--- src/rtl/line_raster_pkg.sv ---
// Shared types and constants for the line rasteriser: coordinate/colour widths,
// default screen size, FSM encoding and the queued line-command record.
package line_raster_pkg;

  localparam int COORD_W   = 10;
  localparam int COLOR_W   = 8;
  localparam int ERR_W     = 12;
  localparam int DEF_X_RES = 640;
  localparam int DEF_Y_RES = 480;

  typedef enum logic [1:0] {
    ST_IDLE  = 2'd0,
    ST_SETUP = 2'd1,
    ST_DRAW  = 2'd2
  } state_t;

  typedef struct packed {
    logic [COORD_W-1:0] x1;
    logic [COORD_W-1:0] y1;
    logic [COORD_W-1:0] x2;
    logic [COORD_W-1:0] y2;
    logic [COLOR_W-1:0] color;
  } line_cmd_t;

  localparam int CMD_W = $bits(line_cmd_t);

  function automatic logic [COORD_W-1:0] abs_diff(input logic [COORD_W-1:0] a,
                                                  input logic [COORD_W-1:0] b);
    return (a >= b) ? (a - b) : (b - a);
  endfunction

endpackage

--- src/rtl/line_cmd_fifo.sv ---
// Small synchronous FIFO holding pending line commands; flush empties it in one
// cycle. Push into a full FIFO is refused even if a pop happens the same cycle.
module line_cmd_fifo #(
  parameter int DEPTH = 2,
  parameter int WIDTH = 8
) (
  input  logic             clk,
  input  logic             rst_n,
  input  logic             flush,
  input  logic             push,
  input  logic             pop,
  input  logic [WIDTH-1:0] din,
  output logic [WIDTH-1:0] dout,
  output logic             full,
  output logic             empty
);

  localparam int PTR_W = (DEPTH > 1) ? $clog2(DEPTH) : 1;
  localparam int CNT_W = $clog2(DEPTH + 1);

  logic [WIDTH-1:0] r_mem [DEPTH];
  logic [PTR_W-1:0] r_wr_ptr;
  logic [PTR_W-1:0] r_rd_ptr;
  logic [CNT_W-1:0] r_count;
  logic             w_push;
  logic             w_pop;

  assign full   = (r_count == CNT_W'(DEPTH));
  assign empty  = (r_count == '0);
  assign w_push = push && !full;
  assign w_pop  = pop && !empty;
  assign dout   = r_mem[r_rd_ptr];

  function automatic logic [PTR_W-1:0] ptr_inc(input logic [PTR_W-1:0] p);
    return (p == PTR_W'(DEPTH - 1)) ? '0 : p + PTR_W'(1);
  endfunction

  // NOTE: sequential state uses non-blocking assignments so every flop samples
  // pre-edge values regardless of block ordering.
  always_ff @(posedge clk or negedge rst_n) begin
    if (!rst_n) begin
      r_wr_ptr <= '0;
      r_rd_ptr <= '0;
      r_count  <= '0;
    end else if (flush) begin
      r_wr_ptr <= '0;
      r_rd_ptr <= '0;
      r_count  <= '0;
    end else begin
      if (w_push) r_wr_ptr <= ptr_inc(r_wr_ptr);
      if (w_pop)  r_rd_ptr <= ptr_inc(r_rd_ptr);
      case ({w_push, w_pop})
        2'b10:   r_count <= r_count + CNT_W'(1);
        2'b01:   r_count <= r_count - CNT_W'(1);
        default: r_count <= r_count;
      endcase
    end
  end

  // NOTE: storage is left unreset; occupancy is tracked by the pointers and
  // count, so stale entries are never observed.
  always_ff @(posedge clk) begin
    if (w_push) r_mem[r_wr_ptr] <= din;
  end

endmodule

--- src/rtl/line_raster_ctrl.sv ---
// Bresenham line rasteriser: buffers line commands, walks each line one pixel
// per step and offers on-screen pixels over a valid/ready write port.
module line_raster_ctrl
  import line_raster_pkg::*;
#(
  parameter int X_RES     = DEF_X_RES,
  parameter int Y_RES     = DEF_Y_RES,
  parameter int CMD_DEPTH = 2
) (
  input  logic               clk,
  input  logic               rst_n,
  input  logic               cmd_valid,
  output logic               cmd_ready,
  input  logic [COORD_W-1:0] cmd_x1,
  input  logic [COORD_W-1:0] cmd_y1,
  input  logic [COORD_W-1:0] cmd_x2,
  input  logic [COORD_W-1:0] cmd_y2,
  input  logic [COLOR_W-1:0] cmd_color,
  input  logic               abort,
  output logic               px_valid,
  input  logic               px_ready,
  output logic [COORD_W-1:0] px_x,
  output logic [COORD_W-1:0] px_y,
  output logic [COLOR_W-1:0] px_color,
  output logic               busy,
  output logic               line_done
);

  state_t r_state;
  state_t w_state_next;

  line_cmd_t w_cmd_in;
  line_cmd_t w_cmd_head;
  logic      w_full;
  logic      w_empty;
  logic      w_push;
  logic      w_pop;

  logic [COORD_W-1:0]      r_x;
  logic [COORD_W-1:0]      r_y;
  logic [COORD_W-1:0]      r_x2;
  logic [COORD_W-1:0]      r_y2;
  logic [COLOR_W-1:0]      r_color;
  logic signed [ERR_W-1:0] r_dx;
  logic signed [ERR_W-1:0] r_dy;
  logic signed [ERR_W-1:0] r_err;
  logic                    r_sx_neg;
  logic                    r_sy_neg;
  logic                    r_line_done;

  logic signed [ERR_W-1:0] w_adx;
  logic signed [ERR_W-1:0] w_ady;
  logic signed [ERR_W:0]   w_e2;
  logic signed [ERR_W:0]   w_dx_ext;
  logic signed [ERR_W:0]   w_dy_ext;
  logic signed [ERR_W-1:0] w_err_next;
  logic                    w_step_x;
  logic                    w_step_y;
  logic                    w_on_screen;
  logic                    w_last;
  logic                    w_step;
  logic                    w_final;

  assign w_cmd_in = '{x1: cmd_x1, y1: cmd_y1, x2: cmd_x2, y2: cmd_y2, color: cmd_color};
  // A command offered alongside abort is dropped, whatever cmd_ready says.
  assign w_push   = cmd_valid && !w_full && !abort;

  line_cmd_fifo #(
    .DEPTH (CMD_DEPTH),
    .WIDTH (CMD_W)
  ) u_cmd_fifo (
    .clk   (clk),
    .rst_n (rst_n),
    .flush (abort),
    .push  (w_push),
    .pop   (w_pop),
    .din   (w_cmd_in),
    .dout  (w_cmd_head),
    .full  (w_full),
    .empty (w_empty)
  );

  assign w_adx = ERR_W'(abs_diff(w_cmd_head.x2, w_cmd_head.x1));
  assign w_ady = ERR_W'(abs_diff(w_cmd_head.y2, w_cmd_head.y1));

  assign w_on_screen = (32'(r_x) < X_RES) && (32'(r_y) < Y_RES);
  assign w_last      = (r_x == r_x2) && (r_y == r_y2);
  // Off-screen pixels are skipped silently in one cycle each.
  assign w_step      = (r_state == ST_DRAW) && (w_on_screen ? px_ready : 1'b1);
  assign w_final     = w_step && w_last;

  assign w_e2       = {r_err, 1'b0};
  assign w_dx_ext   = {r_dx[ERR_W-1], r_dx};
  assign w_dy_ext   = {r_dy[ERR_W-1], r_dy};
  assign w_step_x   = (w_e2 >= w_dy_ext);
  assign w_step_y   = (w_e2 <= w_dx_ext);
  assign w_err_next = r_err + (w_step_x ? r_dy : '0) + (w_step_y ? r_dx : '0);

  // NOTE: every signal written here gets a default first, so no path can
  // leave it unassigned and infer a latch.
  always_comb begin
    w_state_next = r_state;
    w_pop        = 1'b0;
    if (abort) begin
      w_state_next = ST_IDLE;
    end else begin
      case (r_state)
        ST_IDLE:  if (!w_empty || w_push) w_state_next = ST_SETUP;
        ST_SETUP: begin
          w_pop        = 1'b1;
          w_state_next = ST_DRAW;
        end
        ST_DRAW:  if (w_final) w_state_next = w_empty ? ST_IDLE : ST_SETUP;
        default:  w_state_next = ST_IDLE;
      endcase
    end
  end

  always_ff @(posedge clk or negedge rst_n) begin
    if (!rst_n) r_state <= ST_IDLE;
    else        r_state <= w_state_next;
  end

  always_ff @(posedge clk or negedge rst_n) begin
    if (!rst_n) begin
      r_x         <= '0;
      r_y         <= '0;
      r_x2        <= '0;
      r_y2        <= '0;
      r_color     <= '0;
      r_dx        <= '0;
      r_dy        <= '0;
      r_err       <= '0;
      r_sx_neg    <= 1'b0;
      r_sy_neg    <= 1'b0;
      r_line_done <= 1'b0;
    end else begin
      r_line_done <= w_final && !abort;
      if (r_state == ST_SETUP && !abort) begin
        r_x      <= w_cmd_head.x1;
        r_y      <= w_cmd_head.y1;
        r_x2     <= w_cmd_head.x2;
        r_y2     <= w_cmd_head.y2;
        r_color  <= w_cmd_head.color;
        r_sx_neg <= (w_cmd_head.x2 < w_cmd_head.x1);
        r_sy_neg <= (w_cmd_head.y2 < w_cmd_head.y1);
        r_dx     <= w_adx;
        r_dy     <= -w_ady;
        r_err    <= w_adx - w_ady;
      end else if (w_step && !w_last && !abort) begin
        r_err <= w_err_next;
        if (w_step_x) r_x <= r_sx_neg ? (r_x - 1'b1) : (r_x + 1'b1);
        if (w_step_y) r_y <= r_sy_neg ? (r_y - 1'b1) : (r_y + 1'b1);
      end
    end
  end

  assign cmd_ready = !w_full;
  assign px_valid  = (r_state == ST_DRAW) && w_on_screen;
  assign px_x      = r_x;
  assign px_y      = r_y;
  assign px_color  = r_color;
  assign busy      = (r_state != ST_IDLE) || !w_empty;
  assign line_done = r_line_done;

endmodule
--- config.mk ---
export PLATFORM = sky130hd
export DESIGN_NAME = line_raster_ctrl
export DESIGN_NICKNAME = d
export VERILOG_FILES = /design/src/rtl/line_raster_pkg.sv /design/src/rtl/line_cmd_fifo.sv /design/src/rtl/line_raster_ctrl.sv
export SDC_FILE = /design/constraint.sdc
export NUM_CORES = 1
export LEC_CHECK = 0
export BUFFER_PORTS_ARGS = -buffer_cell sky130_fd_sc_hd__buf_4
export CORE_MARGIN = 2
export CORE_UTILIZATION = 35
export DETAILED_ROUTE_END_ITERATION = 10
export SYNTH_ARGS = -nofsm -noshare
export SYNTH_HDL_FRONTEND = slang
export SYNTH_HIERARCHICAL = 1
export SYNTH_SLANG_ARGS = --single-unit
--- constraint.sdc ---
create_clock -name clk -period 5.8 [get_ports clk]
set_clock_uncertainty 0.1 [all_clocks]
set_input_delay 0.87 -clock clk [delete_from_list [all_inputs] [get_ports clk]]
set_output_delay 0.87 -clock clk [all_outputs]
set_load 0.1 [all_outputs]
# Word level (Yosys, flattened, before mapping)
# Memory sizes are Yosys's and may differ from the RTL's.
# Index checks and enable logic that the tools add are counted.
[totals]
mem_bits_ro = 0
output_inout_bits = 32
inputBits = 53
ram_bits = 96
elab_cells = 112
ff_bits = 91
latchBits = 0
memories = 1
[classes]
order_cmp = 8
eq_ne = 9
add_sub_neg = 16
multipliers = 0
div_mod_pow = 0
reduce_logical = 31
n_bitwise = 0
shifts = 0
muxes = 32
[mem_list]
columns = ["memory", "words", "width", "rd", "rd_ports_with_merged_regs", "wr", "line_no", "rtl"]
rows = [
  ["u_cmd_fifo.r_mem", 2, 48, 1, 0, 1, "line_cmd_fifo.sv:21", "logic [WIDTH-1:0] r_mem [DEPTH];"],
]
[op_table]
columns = ["cell", "count"]
rows = [
  ["$mux W10", 11],
  ["$sub A10 B10 Y10", 4],
  ["$mux W12", 3],
  ["$add A10 B1 Y10 const B", 2],
  ["$eq A10 B10 Y1", 2],
  ["$ge A10 B10 Y1", 2],
  ["$lt A10 B10 Y1", 2],
  ["$sub A10 B1 Y10 const B", 2],
  ["$ge A13 B12 Y1", 1],
  ["$le A13 B11 Y1", 1],
  ["$logic_and A1 B1 Y1", 13],
  ["$add A12 B10 Y12", 1],
  ["$add A12 B12 Y12", 1],
  ["$mux W1", 12],
  ["$neg A10 Y12", 1],
  ["$reduce_bool A2 Y1", 6],
  ["$sub A10 B10 Y11", 1],
  ["$lt A10 B10 Y1 const B", 1],
  ["$lt A10 B9 Y1 const B", 1],
  ["$mux W2", 4],
  ["$eq A2 B2 Y1 const B", 3],
  ["$ne A3 B3 Y1 const B", 2],
  ["$pmux W2 S3", 1],
  ["$reduce_and A2 Y1", 3],
  ["other kinds (9)", 16],
]

# Depth between registers and ports, before layout
[depth]
ltp_word = 8
depth_mapped = 26
mapped_depth_nobuf = 23

# Modules after synthesis
# Netlist, hierarchy kept.
[modules_own_cells]
columns = ["mod", "instances", "seq_area_each_um2", "cells_per_inst", "area_each_um2"]
rows = [
  ["line_raster_ctrl", 1, 2177.1, 925, 8077.7],
  ["line_cmd_fifo", 1, 2982.9, 173, 3663.5],
]

# Worst setup path after synthesis
# OpenSTA, ideal clock, no wires.
[synth_timing]
path_kind = "register to register"
from = "reg u_cmd_fifo.r_count[1]"
to = "mem u_cmd_fifo/r_mem[1][0] (netlist bit) (enable)"
arrival_ps = 5196
path_slack_ps = -19
path_stages_with_launch = 7
setup_time_ps = 523
path_buffers = 0
required_ps = 5177
cell_sequence = "dfrtp_1 > nor2b_1 > inv_1 > nand2_1 > nor2_1 > inv_2 > nor3b_1"
[synth_via]
elab_chain_cells = 7
[synth_rtl]
columns = ["element", "line_no", "rtl"]
rows = [
  ["from (decl)", "line_cmd_fifo.sv:24", "logic [CNT_W-1:0] r_count;"],
  ["from (signal assigned)", "line_cmd_fifo.sv:53", "2'b10: r_count <= r_count + CNT_W'(1);"],
  ["from (signal assigned)", "line_cmd_fifo.sv:54", "2'b01: r_count <= r_count - CNT_W'(1);"],
  ["from (signal assigned)", "line_cmd_fifo.sv:55", "default: r_count <= r_count;"],
  ["$eq A2 B2 Y1", "line_cmd_fifo.sv:28", "assign full = (r_count == CNT_W'(DEPTH));"],
  ["via w_full", "line_raster_ctrl.sv:34", "logic w_full;"],
  ["$logic_not A1 Y1", "-", ""],
  ["via cmd_ready", "line_raster_ctrl.sv:13", "output logic cmd_ready,"],
  ["$logic_and A1 B1 Y1 (2 in a row)", "line_raster_ctrl.sv:66", "assign w_push = cmd_valid && !w_full && !abort;"],
  ["via w_push", "line_raster_ctrl.sv:36", "logic w_push;"],
  ["$logic_and A1 B1 Y1", "line_cmd_fifo.sv:30", "assign w_push = push && !full;"],
  ["$mux W1", "line_cmd_fifo.sv:63", "if (w_push) r_mem[r_wr_ptr] <= din;"],
  ["$mux W1 (implied by the code)", "line_cmd_fifo.sv:63", ""],
  ["to (decl)", "line_cmd_fifo.sv:21", ""],
]
# The timed path passes the listed nets, and every way through them passes these cells.

==> reports/qor.tcl <==
set qor(result_of_the_run) {finished clean}
set qor(wire_per_inst_um) 17.88
set qor(clk_latency_ps) 440
set qor(p_sw_share_pct) 45.80
set qor(post-route-min-period_ps) 5350
set qor(hold_ws_ps) 333.8
set qor(detailedRoute.firstPassIterationCount) 5
set qor(grt_max_degree) 98
set qor(final-instance-count-excl-fill) 1647
set qor(vdd_ir_drop_max_uv) 283.5
set qor(die_footprint_mm2) 0.03503
set qor(worst-setup-path-type) {flop to flop}
set qor(post-cts-setup-buffers) 0
set qor(wirelength_mm) 29.44
set qor(placementRows) 67
set qor(yosysWarningCount) 6
set qor(cp-end-kind) {flop}
set qor(first_global_vias) 8513
set qor(io_buffer_count) 84
set qor(cts.repair.resized) 0
set qor(tritoncts_clock_tree) {yes}
set qor(synthCells) 1098
set qor(global_route.usage.total_pct) 17.22
set qor(worst-r2r-setup-slack_ps) 450
set qor(detail_route.vias_per_cell) 5.127
set qor(clkSinkCount) 187
set qor(synth_enable_flop_cells) 96
set qor(critical_path.reg2reg.startpoint) {u_cmd_fifo/r_rd_ptr}
set qor(finalSetupTns_ps) 0
set qor(rsz0062_at_grt) {no}
set qor(synth_seq_cells) 187
set qor(power.switching_mw) 3.288
set qor(maxCapViolations) 0
set qor(worst-endpoint-arrival_ps) 5590
set qor(startpoint) {u_cmd_fifo/r_rd_ptr}
set qor(gr-total-overflow) 0
set qor(clockBufferDepth) 2
set qor(relSlewSlack_pct) 25.28
set qor(fillers) 3262
set qor(synth_cell_types) 75
set qor(r2r_depth) 19
set qor(route.vias.total) 8444
set qor(p_int_mw) 3.892
set qor(finish.utilization_pct) 40.70
set qor(diode_insertion_count_for_antenna_repair) 0
set qor(grt_antenna_before_repair) 0
set qor(period_share_pct) 92.23
set qor(cts.clk_slew.worst_paths_ps) 70
set qor(layout-drive-gt1-share_pct) 18.10
set qor(critical_path_required_ps) 6050
set qor(path_max_fanout) 16
set qor(drc) 0
set qor(synthesis.nets) 1266
set qor(drt_iter0_markers) 443
set qor(register_area_mm2) 0.005161
set qor(core-area_mm2) 0.03328
set qor(powerDensity_mw_per_mm2) 530.0
set qor(ys.flop_type) {sky130_fd_sc_hd__edfxtp_1}
set qor(layout-area-overhead-vs-synth_pct) 15.37
set qor(synth-seq-area-share_pct) 43.95
set qor(nNetsFinal) 1354
set qor(pwr-share-comb_pct) 54.5
set qor(clock_power_share_pct) 17.3
set qor(grt_first_pass_wirelength_mm) 47.33
set qor(max_slew.worst_pin.slew_ps) 1120
set qor(setup_viol) 0
set qor(timing.fmax_mhz) 186.9
set qor(hold_viol) 0
set qor(place_congestion) 0.8798
set qor(seq_power_share_pct) 28.2
set qor(dpl.hpwl_mm) 22.22
set qor(die_x_um) 187.2
set qor(total_leakage_power_nw) 5.938
set qor(synth_area_mm2) 0.01174
set qor(cts_stage_hold_buffer_count) 0
set qor(timing.critical_path.from_type) {flop}
set qor(multiInputGateArea_mm2) 0.006063
set qor(cts-buffers-inserted) 17
set qor(start_util_pct) 35.28
set qor(reg2reg_to) {r_err[10]}
set qor(avgSynthCellArea_um2) 10.69
set qor(clock-root-buffer) {sky130_fd_sc_hd__clkbuf_16}
set qor(drt.antenna.violating_nets) 0
set qor(final_max_slew_viol_count) 0
set qor(timing_endpoint_of_the_critical_path) {r_err[10]}
set qor(cts.htree.levels) 4
set qor(finalPower_mw) 7.180
set qor(postSynth.asyncResetShare_pct) 48.66
set qor(placed_cells_incl_taps) 1615
set qor(hold_class) {primary input to async pin}
set qor(floorplan.io_pins) 85
set qor(die_h_um) 187.2
## placed cells by master (no fill, tap or decap), drive strengths merged, types with 8 or more instances in the layout
cell / instances
nand2: 107
inv: 102
buf: 101
ha: 97
edfxtp: 96
dfrtp: 91
o21ai: 65
mux2: 58
a21oi: 52
nor2: 49
xnor2: 39
a21o: 35
xor2: 30
nor3: 21
mux2i: 18
fa: 18
clkbuf: 17
nand2b: 16
nand3: 15
o221ai: 14
nor2b: 12
and2: 11
nand4: 10
a31oi: 10
a211oi: 8
o21bai: 8
and3: 8
clkinv: 8
## layout make-up
class / instances / area share, %
clock buffers: 17 / 3.141
clock inverters: 15 / 1.459
inverters: 101 / 2.799
multi-input cells: 778 / 44.76
flip-flops and latches: 187 / 38.10
well taps: 448 / 4.138
repair buffers: 101 / 5.598
## worst max-delay path: stages (launching register included)
cell                        delay (ps)
sky130_fd_sc_hd__dfrtp_2           390
sky130_fd_sc_hd__buf_4             270
sky130_fd_sc_hd__mux2_2            410
sky130_fd_sc_hd__fa_1              460
sky130_fd_sc_hd__a21o_1            200
sky130_fd_sc_hd__a21oi_1           220
sky130_fd_sc_hd__o21ai_1           140
sky130_fd_sc_hd__a2111oi_2         400
sky130_fd_sc_hd__nor3_2            140
sky130_fd_sc_hd__nor2_4            180
sky130_fd_sc_hd__mux2_2            400
sky130_fd_sc_hd__fa_1              460
sky130_fd_sc_hd__a21o_1            180
sky130_fd_sc_hd__a21oi_1           220
sky130_fd_sc_hd__o21bai_1          100
sky130_fd_sc_hd__a21oi_1           220
sky130_fd_sc_hd__o21bai_1          100
sky130_fd_sc_hd__a21oi_1           230
sky130_fd_sc_hd__o21ai_0           160
sky130_fd_sc_hd__a211oi_1          260
## how the worst min path moves through the flow
stage | startpoint | to | slack [ps]
global placement | px_color[0] | px_color[0] | 370
detailed placement | px_color[5] | px_color[5] | 370
global route | rst_n | px_y[1] | 370
finish | rst_n | r_sy_neg | 330
floorplan | r_state[0] | r_state[0] | 340
CTS | rst_n | u_cmd_fifo/r_wr_ptr | 340
## per-layer routing
layer  track usage [%]  up-vias  routed length, um
met5                 0        -                  0
met3             2.458       19               1081
met4             4.426        0                369
li1                  -     4099                  -
met1             23.58     4137              13930
met2             28.67      189              14060
## flip-flops by register name, indices dropped and copies added, names as in the netlist
register	cells
r_dx	10
u_cmd_fifo/r_wr_ptr	1
r_x2	10
r_err	12
u_cmd_fifo/r_count	2
px_y	10
r_state	2
u_cmd_fifo/r_rd_ptr	1
u_cmd_fifo/r_mem	96
r_sy_neg	1
r_sx_neg	1
px_x	10
line_done	1
r_y2	10
r_dy	12
px_color	8
## cell families after synthesis
| family | after synthesis | synth area share, % |
|---|---|---|
| compound gates | 242 | 13.92 |
| xor+xnor | 69 | 5.275 |
| fa+ha+maj | 115 | 13.41 |
| buf+inv | 133 | 4.529 |
| flops | 187 | 43.95 |
| mux | 76 | 7.097 |
| simple gates | 276 | 11.83 |
## power by group through the flow
stage | registers, mW | clock network (mW) | logic, mW
after global routing | 2.06 | 1.32 | 4.33
after floorplan | 2.56 | 0 | 2.37
after global placement | 2.05 | 0 | 3.86
after detailed placement | 2.06 | 0 | 3.92
after CTS | 2.03 | 1.27 | 3.94
final | 2.02 | 1.24 | 3.92
## cell usage after synthesis, drive strengths merged, types with 3 or more instances
cell type  instances  share of area, %
a2111oi            4              0.40
a211oi             8              0.51
a21o              35               2.2
a21oi             52               2.2
a221o              5              0.44
a221oi             6              0.60
a22oi              6              0.43
a31oi             10              0.53
and2              11              0.59
and3               8              0.47
and4               3              0.22
buf                9              0.56
clkbuf            23              0.74
dfrtp             91                19
edfxtp            96                25
fa                18               3.1
ha                97                10
inv              100               3.2
mux2              58               5.6
mux2i             18               1.5
nand2            107               3.4
nand2b            16              0.85
nand3             15              0.68
nand3b             3              0.19
nand4             10              0.53
nor2              49               1.6
nor2b             12              0.64
nor3              21              0.94
nor4               7              0.63
o211ai             6              0.38
o21a               6              0.38
o21ai             65               2.9
o21bai             8              0.51
o221ai            14               1.0
o31ai              3              0.31
or4                3              0.19
xnor2             39               3.0
xor2              30               2.3
## stage by stage
step	setup slack (ps)	area, um^2
global placement	699.9	12920
CTS	522.3	13550
detailed placement	549.7	12920
floorplan	626.2	11750
finish	450.4	13550
global route	174.9	13550
No activity file was read; power rests on OpenSTA's default activity.
